<file path="config.mk">
export PLATFORM = sky130hd
export DESIGN_NAME = codificador_7_segmentos
export DESIGN_NICKNAME = d
export VERILOG_FILES = /design/src/rtl/codificador_7_segmentos.sv
export SDC_FILE = /design/constraint.sdc
export NUM_CORES = 1
export LEC_CHECK = 0
export CAP_MARGIN = 20
export CORE_MARGIN = 2
export CORE_UTILIZATION = 58
export DETAILED_ROUTE_END_ITERATION = 8
export MAX_ROUTING_LAYER = met4
export PLACE_DENSITY = 0.83
export SLEW_MARGIN = 25
export SYNTH_ARGS = -nofsm -noshare
export SYNTH_HDL_FRONTEND = slang
export SYNTH_SLANG_ARGS = --single-unit
</file>
<file path="constraint.sdc">
create_clock -name clk -period 8 [get_ports clk]
set_input_delay 2.4 -clock clk [delete_from_list [all_inputs] [get_ports clk]]
set_output_delay 2.4 -clock clk [all_outputs]
set_load 0.01 [all_outputs]
</file>
<file path="src/rtl/codificador_7_segmentos.sv">
// codificador_7_segmentos: observes a multiplexed 4-digit 7-segment display and
//   recovers the shown digit codes, publishing a frame once it has been stable.
// Latency: 1 input register cycle + SETTLE_CYC settle per digit; a stable frame
//   appears on valor the cycle after it completes.
// Backpressure: valor/erro frozen while valido=1 and pronto=0; a newer stable frame
//   waits in a single pending slot (newest wins) and loads at the transfer edge.
// Ports: clk, rst_n (async assert, sync release), segmentos[0:6] (a..g, 1 = lit),
//   digito[3:0] (one-hot strobe), valor[15:0] (nibble n = digit n), erro[3:0],
//   valido, pronto.
// Optional build macro HEX_DECODE_EN: also decodes the A,b,C,d,E,F glyphs.
module codificador_7_segmentos #(
  parameter int SETTLE_CYC    = 4,
  parameter int STABLE_FRAMES = 3
) (
  input  logic        clk,
  input  logic        rst_n,
  input  logic [0:6]  segmentos,
  input  logic [3:0]  digito,
  output logic [15:0] valor,
  output logic [3:0]  erro,
  output logic        valido,
  input  logic        pronto
);

  typedef enum logic [1:0] {ESPERA, ASSENTA, CAPTURADO} estado_t;

  localparam logic [7:0] SETTLE_LAST = 8'(SETTLE_CYC - 1);
  localparam logic [3:0] STABLE_N    = 4'(STABLE_FRAMES);

  // Returns {erro, code}; unknown glyphs give code F with the error bit set.
  function automatic logic [4:0] decode(input logic [0:6] p);
    logic [4:0] r;
    r = 5'h1F;
    case (p)
      7'b1111110: r = 5'h00;
      7'b0110000: r = 5'h01;
      7'b1101101: r = 5'h02;
      7'b1111001: r = 5'h03;
      7'b0110011: r = 5'h04;
      7'b1011011: r = 5'h05;
      7'b1011111: r = 5'h06;
      7'b1110000: r = 5'h07;
      7'b1111111: r = 5'h08;
      7'b1111011: r = 5'h09;
`ifdef HEX_DECODE_EN
      7'b1110111: r = 5'h0A;
      7'b0011111: r = 5'h0B;
      7'b1001110: r = 5'h0C;
      7'b0111101: r = 5'h0D;
      7'b1001111: r = 5'h0E;
      7'b1000111: r = 5'h0F;
`endif
      default:    r = 5'h1F;
    endcase
    return r;
  endfunction

  // Reset asserts asynchronously but releases on a clock edge.
  logic [1:0] rst_sync_q;
  logic       rst_int_n;
  always_ff @(posedge clk or negedge rst_n) begin
    if (!rst_n) rst_sync_q <= 2'b00;
    else        rst_sync_q <= {rst_sync_q[0], 1'b1};
  end
  assign rst_int_n = rst_sync_q[1];

  // Registered input copies; every decision below uses these.
  logic [0:6] seg_q;
  logic [3:0] dig_q;
  logic       dig_onehot;
  assign dig_onehot = (dig_q != 4'd0) && ((dig_q & (dig_q - 4'd1)) == 4'd0);

  // Strobe FSM state
  estado_t    estado_q, estado_d;
  logic [7:0] cnt_q, cnt_d;
  logic [3:0] stb_q, stb_d;
  logic       cap;

  // Slots, history and output state
  logic [15:0] codes_q, codes_d;
  logic [3:0]  errs_q, errs_d, flags_q, flags_d;
  logic [19:0] hist_q, hist_d, pend_q, pend_d, cur;
  logic        hist_vld_q, hist_vld_d, pend_vld_q, pend_vld_d;
  logic [3:0]  stab_q, stab_d;
  logic [15:0] valor_q, valor_d;
  logic [3:0]  erro_q, erro_d;
  logic        valido_q, valido_d, pub_any_q, pub_any_d;
  logic        frame_done, pub_req, xfer;
  logic [4:0]  dec;

  assign dec        = decode(seg_q);
  assign frame_done = &flags_q;
  assign cur        = {errs_q, codes_q};
  assign xfer       = valido_q & pronto;

  always_comb begin
    estado_d = estado_q;
    cnt_d    = cnt_q;
    stb_d    = stb_q;
    cap      = 1'b0;
    case (estado_q)
      ESPERA: begin
        if (dig_onehot) begin
          estado_d = ASSENTA;
          cnt_d    = 8'd0;
          stb_d    = dig_q;
        end
      end
      ASSENTA, CAPTURADO: begin
        if (dig_q != stb_q) begin
          // A new one-hot strobe restarts settling; blanking waits.
          estado_d = dig_onehot ? ASSENTA : ESPERA;
          cnt_d    = 8'd0;
          stb_d    = dig_q;
        end else if (estado_q == ASSENTA) begin
          if (cnt_q == SETTLE_LAST) begin
            cap      = 1'b1;
            estado_d = CAPTURADO;
          end else begin
            cnt_d = cnt_q + 8'd1;
          end
        end
      end
      default: estado_d = ESPERA;
    endcase
  end

  always_comb begin
    codes_d = codes_q;
    errs_d  = errs_q;
    for (int n = 0; n < 4; n++) begin
      if (cap && stb_q[n]) begin
        codes_d[4*n +: 4] = dec[3:0];
        errs_d[n]         = dec[4];
      end
    end
    flags_d = (frame_done ? 4'd0 : flags_q) | (cap ? stb_q : 4'd0);

    hist_d     = hist_q;
    hist_vld_d = hist_vld_q;
    stab_d     = stab_q;
    if (frame_done) begin
      if (hist_vld_q && (cur == hist_q))
        stab_d = (stab_q >= STABLE_N) ? STABLE_N : stab_q + 4'd1;
      else
        stab_d = 4'd1;
      hist_d     = cur;
      hist_vld_d = 1'b1;
    end
    pub_req = frame_done && (stab_d == STABLE_N) &&
              (!pub_any_q || (cur != {erro_q, valor_q}));
  end

  always_comb begin
    valor_d    = valor_q;
    erro_d     = erro_q;
    valido_d   = valido_q;
    pub_any_d  = pub_any_q;
    pend_d     = pend_q;
    pend_vld_d = pend_vld_q;
    if (pub_req) begin
      if (!valido_q || xfer) begin
        {erro_d, valor_d} = cur;
        valido_d   = 1'b1;
        pub_any_d  = 1'b1;
        pend_vld_d = 1'b0;
      end else begin
        pend_d     = cur;
        pend_vld_d = 1'b1;
      end
    end else if (xfer) begin
      if (pend_vld_q) begin
        {erro_d, valor_d} = pend_q;
        pend_vld_d = 1'b0;
      end else begin
        valido_d = 1'b0;
      end
    end
  end

  always_ff @(posedge clk or negedge rst_int_n) begin
    if (!rst_int_n) begin
      seg_q      <= '0;
      dig_q      <= '0;
      estado_q   <= ESPERA;
      cnt_q      <= '0;
      stb_q      <= '0;
      codes_q    <= '0;
      errs_q     <= '0;
      flags_q    <= '0;
      hist_q     <= '0;
      hist_vld_q <= 1'b0;
      stab_q     <= '0;
      pend_q     <= '0;
      pend_vld_q <= 1'b0;
      valor_q    <= '0;
      erro_q     <= '0;
      valido_q   <= 1'b0;
      pub_any_q  <= 1'b0;
    end else begin
      seg_q      <= segmentos;
      dig_q      <= digito;
      estado_q   <= estado_d;
      cnt_q      <= cnt_d;
      stb_q      <= stb_d;
      codes_q    <= codes_d;
      errs_q     <= errs_d;
      flags_q    <= flags_d;
      hist_q     <= hist_d;
      hist_vld_q <= hist_vld_d;
      stab_q     <= stab_d;
      pend_q     <= pend_d;
      pend_vld_q <= pend_vld_d;
      valor_q    <= valor_d;
      erro_q     <= erro_d;
      valido_q   <= valido_d;
      pub_any_q  <= pub_any_d;
    end
  end

  assign valor  = valor_q;
  assign erro   = erro_q;
  assign valido = valido_q;

endmodule

</file>
# == Word-level counts from Yosys, hierarchy flattened ==
# Cells that the tools add are included.
# op_classes
order_cmp,1
mux,39
n_reduce_logical,27
bitwise_logic,4
eq_ne,24
addsub,3
# op_table
cell,count
16-bit two-way mux,4
"7-bit equality test, second input constant",8
5-bit one-hot mux with 10 select lines,1
4-bit two-way mux,11
8-bit two-way mux,4
20-bit equality test,1
20-bit != test,1
8-bit one-hot mux with 2 select lines,1
"7-bit by 6-bit equality test with 1-bit output, second input constant",2
1-bit two-way mux,12
3-bit AND reduction,4
"3-bit != test, second input constant",3
"8-bit by 1-bit adder with 8-bit output, second input constant",1
"8-bit by 2-bit equality test with 1-bit output, second input constant",1
1-bit logical AND,8
2-bit two-way mux,4
4-bit one-hot mux with 2 select lines,1
4-bit AND reduction,2
2-bit nonzero test,3
"4-bit by 1-bit adder with 4-bit output, second input constant",1
4-bit bitwise AND,1
"4-bit by 2-bit equality test with 1-bit output, second input constant",1
"4-bit by 2-bit greater-or-equal comparator with 1-bit output, second input constant",1
4-bit zero test,1
16 further kinds,21
# totals
inputBits,14
ff_bits,119
wordCells,122
output_inout_bits,21

# == Longest topological paths before layout ==
# depth
word_depth,9
mapped_depth,10
ltp_nobuf,7

# == Worst setup path before layout ==
# OpenSTA, ideal clock, no wires.
# synth_path
kind,input to register
startpoint,input port pronto
endpoint,"register erro_q[2], in the netlist erro[2]"
cell_stages,6
t_required_ns,7.931
setup_slack_ns,4.638
setup_ns,0.069
path_buffers,1
t_arrival_ns,3.294
cell_sequence,inv_1 > nand2_1 > clkbuf_1 > nand2_1 > o2bb2a_1 > nand3_1
# synth_via
elab_chain_cells,4
elab_cells_between_ends,5
classes_between,1 x eq/ne; 1 x bitwise; 3 x reduce/logical
# synth_lines
element,line_no,source
"start, declared",22,input logic pronto
1-bit bitwise AND (*),94,assign xfer = valido_q & pronto;
1-bit logical OR,162,if (!valido_q || xfer) begin
2-bit by 1-bit != test with 1-bit output (no source line),--,
3-bit AND reduction (no source line) (*),--,
"end signal, assigned",215,erro_q <= erro_d;
"end, declared",86,"logic [3:0] erro_q, erro_d;"
# Mark *: on every way between the ends. The rest lies on a longest branch, timed or not.
# A chain may end at the register's enable or synchronous reset.

# == Final worst setup path ==
# layout_path
startpoint,input port pronto
endpoint,register pend_q[2]
# layout_via
elab_chain_cells,4
# layout_lines
element,line_no,source
1-bit bitwise AND,94,
1-bit logical OR,162,
1-bit inverter (no source line),--,
2-bit AND reduction (no source line),--,
"end signal, assigned",212,pend_q <= pend_d;
"end, declared",82,"logic [19:0] hist_q, hist_d, pend_q, pend_d, cur;"
# Every way passes these cells.

==> out/metrics.cfg <==
[setup_path]
worstSetupPathDepth=5
r2r-start=flags_q[2]
reg2reg_depth=7
regToRegEndpoint=pend_q[2]
required_ns=8.40
critPathMaxStageDelay_ns=0.64
worst_path_max_delay_cell=nor2_8
arrival_ns=4.43
path_class=in -> reg
crit_chain=clkdlybuf4s50_1, inv_1, nand2_1, nor2_8, mux2_4
timing.critical_path.buf_inv=2
cp_max_fo=21
start_kind=primary input
crit_start=pronto
cp-endpoint=pend_q[2]
critPathTopFamily=simple AND/OR/NAND/NOR gates
r2r_setup_slack_ns=5.10
setup.worst_path.end_class=register

[sta]
fmax_ghz=0.248
worst_slew_pin_slew_ns=0.869
finalMaxSlewViolations=0
slew-limit-headroom_pct=42.0
finalHoldViolCount=0
setup_violations=0
min_period_ns=4.04
finalClockSkew_ns=0.0101
rsz0062_at_grt=no
finalSetupTns_ns=0
post-route-period-util_pct=50.5
fin_ws_ns=3.96

[placed_design]
gp_congestion=0.864
place_ws_ns=3.47
io_buffer_count=34
hpwl_um=7700
place_inst=702

[floorplan]
coreArea_mm2=0.00973
die-height_um=104
die_w_um=104
ios=35
die_area_mm2=0.0108
start_util_pct=59.7
num_rows=36

[clocking]
cts_buffers=17
clkSinkCount=119
postCtsSetupRepairBufs=0
cts_tree=yes
postCtsResizedCells=0
clk_pin_slew_ns=0.06
cts_hold_buf=0
cts_root_buf=clkbuf_8
htree_num_levels=4
cts_buffer_depth=2
clkLatencyLatePin_ns=0.52

[yosys]
synth_seq_area_share_pct=51.3
ys_types=51
synth_cells=560
syn_avg_cell_area_um2=10.4
synth_seq_cells=119
ys.warnings.count=0
synth_edf_count=0
synth-main-ff-cell=dfrtp_1
synth_nets=579
synth_area_mm2=0.00581
synth-async-reset-ratio_pct=100

[drt]
first_pass_iters=4
drc_errors=0
drt-initial-drc-count=261
wl_per_cell_um=16.8
totalWireLength_um=12300
via_per_inst=5.82
vias=4280
final_antenna_net_count=0

[global_route]
antenna_found_initial=0
track_usage_pct=24.4
grt_pass1_vias=4036
overflow=0
grt_pass1_wl_um=20300
grt_start_max_net_pins=93

[power_and_ir_drop]
switching_share_pct=24.5
seqPwrFrac_pct=40.4
max-vdd-ir-drop_v=0.000158
total_power_w=0.00170
internal-power_w=0.00128
switchingPower_w=0.000416
cellPowerDensity_mw_per_mm2=249
p_leak_nw=3.24
p_clk_share_pct=47.9
combPwrFrac_pct=11.7

[cells_and_area]
final_cell_mix=nand2_1 (123), dfrtp_1 (118), nand3_1 (71)
stdcell_count=735
final_common_cell=nand2_1
area_growth_pct=17.5
final_layout_size_suffix_gt1_share_pct=14.8
insertedDiodeCount=0
fin_nets=608

[flow_run]
cap_violations=0

[min_path]
hold_path.class=reg -> async

[run_status]
status=finished, final reports clean

[registers in the layout, summed over array words and instances, names as in the netlist]
register and flops:
stb_q 4, pub_any_q 1, hist_vld_q 1, valor 16, codes_q 16, hist_q 20, seg_q 7, flags_q 4
rst_sync_q 2, cnt_q 8, errs_q 4, erro 4, dig_q 4, estado_q 2, pend_vld_q 1, valido 1
pend_q 20, stab_q 4
[layer usage]
layer  global-route usage (%)  share of wire, %  vias to the layer above
met5                        -                 0                        -
met4                     8.20               1.6                        0
met3                     4.20               4.6                       22
met2                     39.4                50                      126
met1                     31.6                44                     2129
li1                         -                 -                     2003
[how the worst min path moves through the flow]
stage | cells past startpoint | slack, ns | to
floorplan | 0 | 0.33 | rst_sync_q[1]
global placement | 0 | 0.23 | seg_q[3]
detailed placement | 0 | 0.24 | seg_q[0]
CTS | 0 | 0.24 | dig_q[1]
global route | 0 | 0.26 | dig_q[1]
finish | 0 | 0.23 | dig_q[1]
[area by class of cell]
cell class,count,area [um2]
Clock buffer,19,432
Fill cell,721,2900
Sequential cell,119,2980
Tap cell,133,166
Inverter,6,22.5
Clock inverter,13,203
Timing Repair Buffer,39,394
Multi-Input combinational cell,406,2630
[through the flow]
stage | utilization, % | hold WS [ns] | cell area (um2)
5_1_grt | 70.2 | 0.257 | 6830
2_1_floorplan | - | 0.331 | 5810
4_1_cts | 70.0 | 0.238 | 6810
6_report | 70.2 | 0.225 | 6830
3_5_place_dp | 63.4 | 0.236 | 6170
3_3_place_gp | 63.4 | 0.230 | 6170
[Yosys cell counts (3+ instances only)]
cell type	number	area, um2
dfrtp_1	119	2980
xor2_1	32	280
nand3_1	71	355
and3_1	6	37.5
o2bb2a_2	15	169
and2_1	4	25.0
o2bb2a_1	5	50.1
mux2_2	6	67.6
clkbuf_1	17	63.8
nand2_1	123	462
inv_1	6	22.5
nor2_1	14	52.6
nand3_2	5	50.1
nor4_1	8	50.1
a21oi_1	5	25.0
nand4_1	6	37.5
xnor2_1	18	158
buf_6	5	56.3
buf_1	3	11.3
o21ai_0	27	135
mux2_4	20	300
ha_1	5	62.6
[power by group through the flow]
stage / clock network (W) / registers, W / logic (W)
2_1_floorplan: 0 / 0.000700 / 0.000110
3_3_place_gp: 0 / 0.000692 / 0.000190
3_5_place_dp: 0 / 0.000695 / 0.000197
4_1_cts: 0.000820 / 0.000685 / 0.000200
5_1_grt: 0.000849 / 0.000692 / 0.000218
6_report: 0.000813 / 0.000685 / 0.000199
[logic make-up (layout without fill, tap and decap cells)]
| kind of cell | Yosys count | count (layout) | share of synthesized area (%) |
|---|---|---|---|
| fa+ha+maj | 5 | 5 | 1.08 |
| buf+inv | 35 | 77 | 3.51 |
| compound gates | 70 | 70 | 9.11 |
| simple gates | 253 | 253 | 20.9 |
| flops | 119 | 119 | 51.3 |
| other cells | 1 | 1 | 0.0646 |
| xor+xnor | 50 | 50 | 7.54 |
| mux | 27 | 27 | 6.51 |
Power figures use the tool's default switching activity.
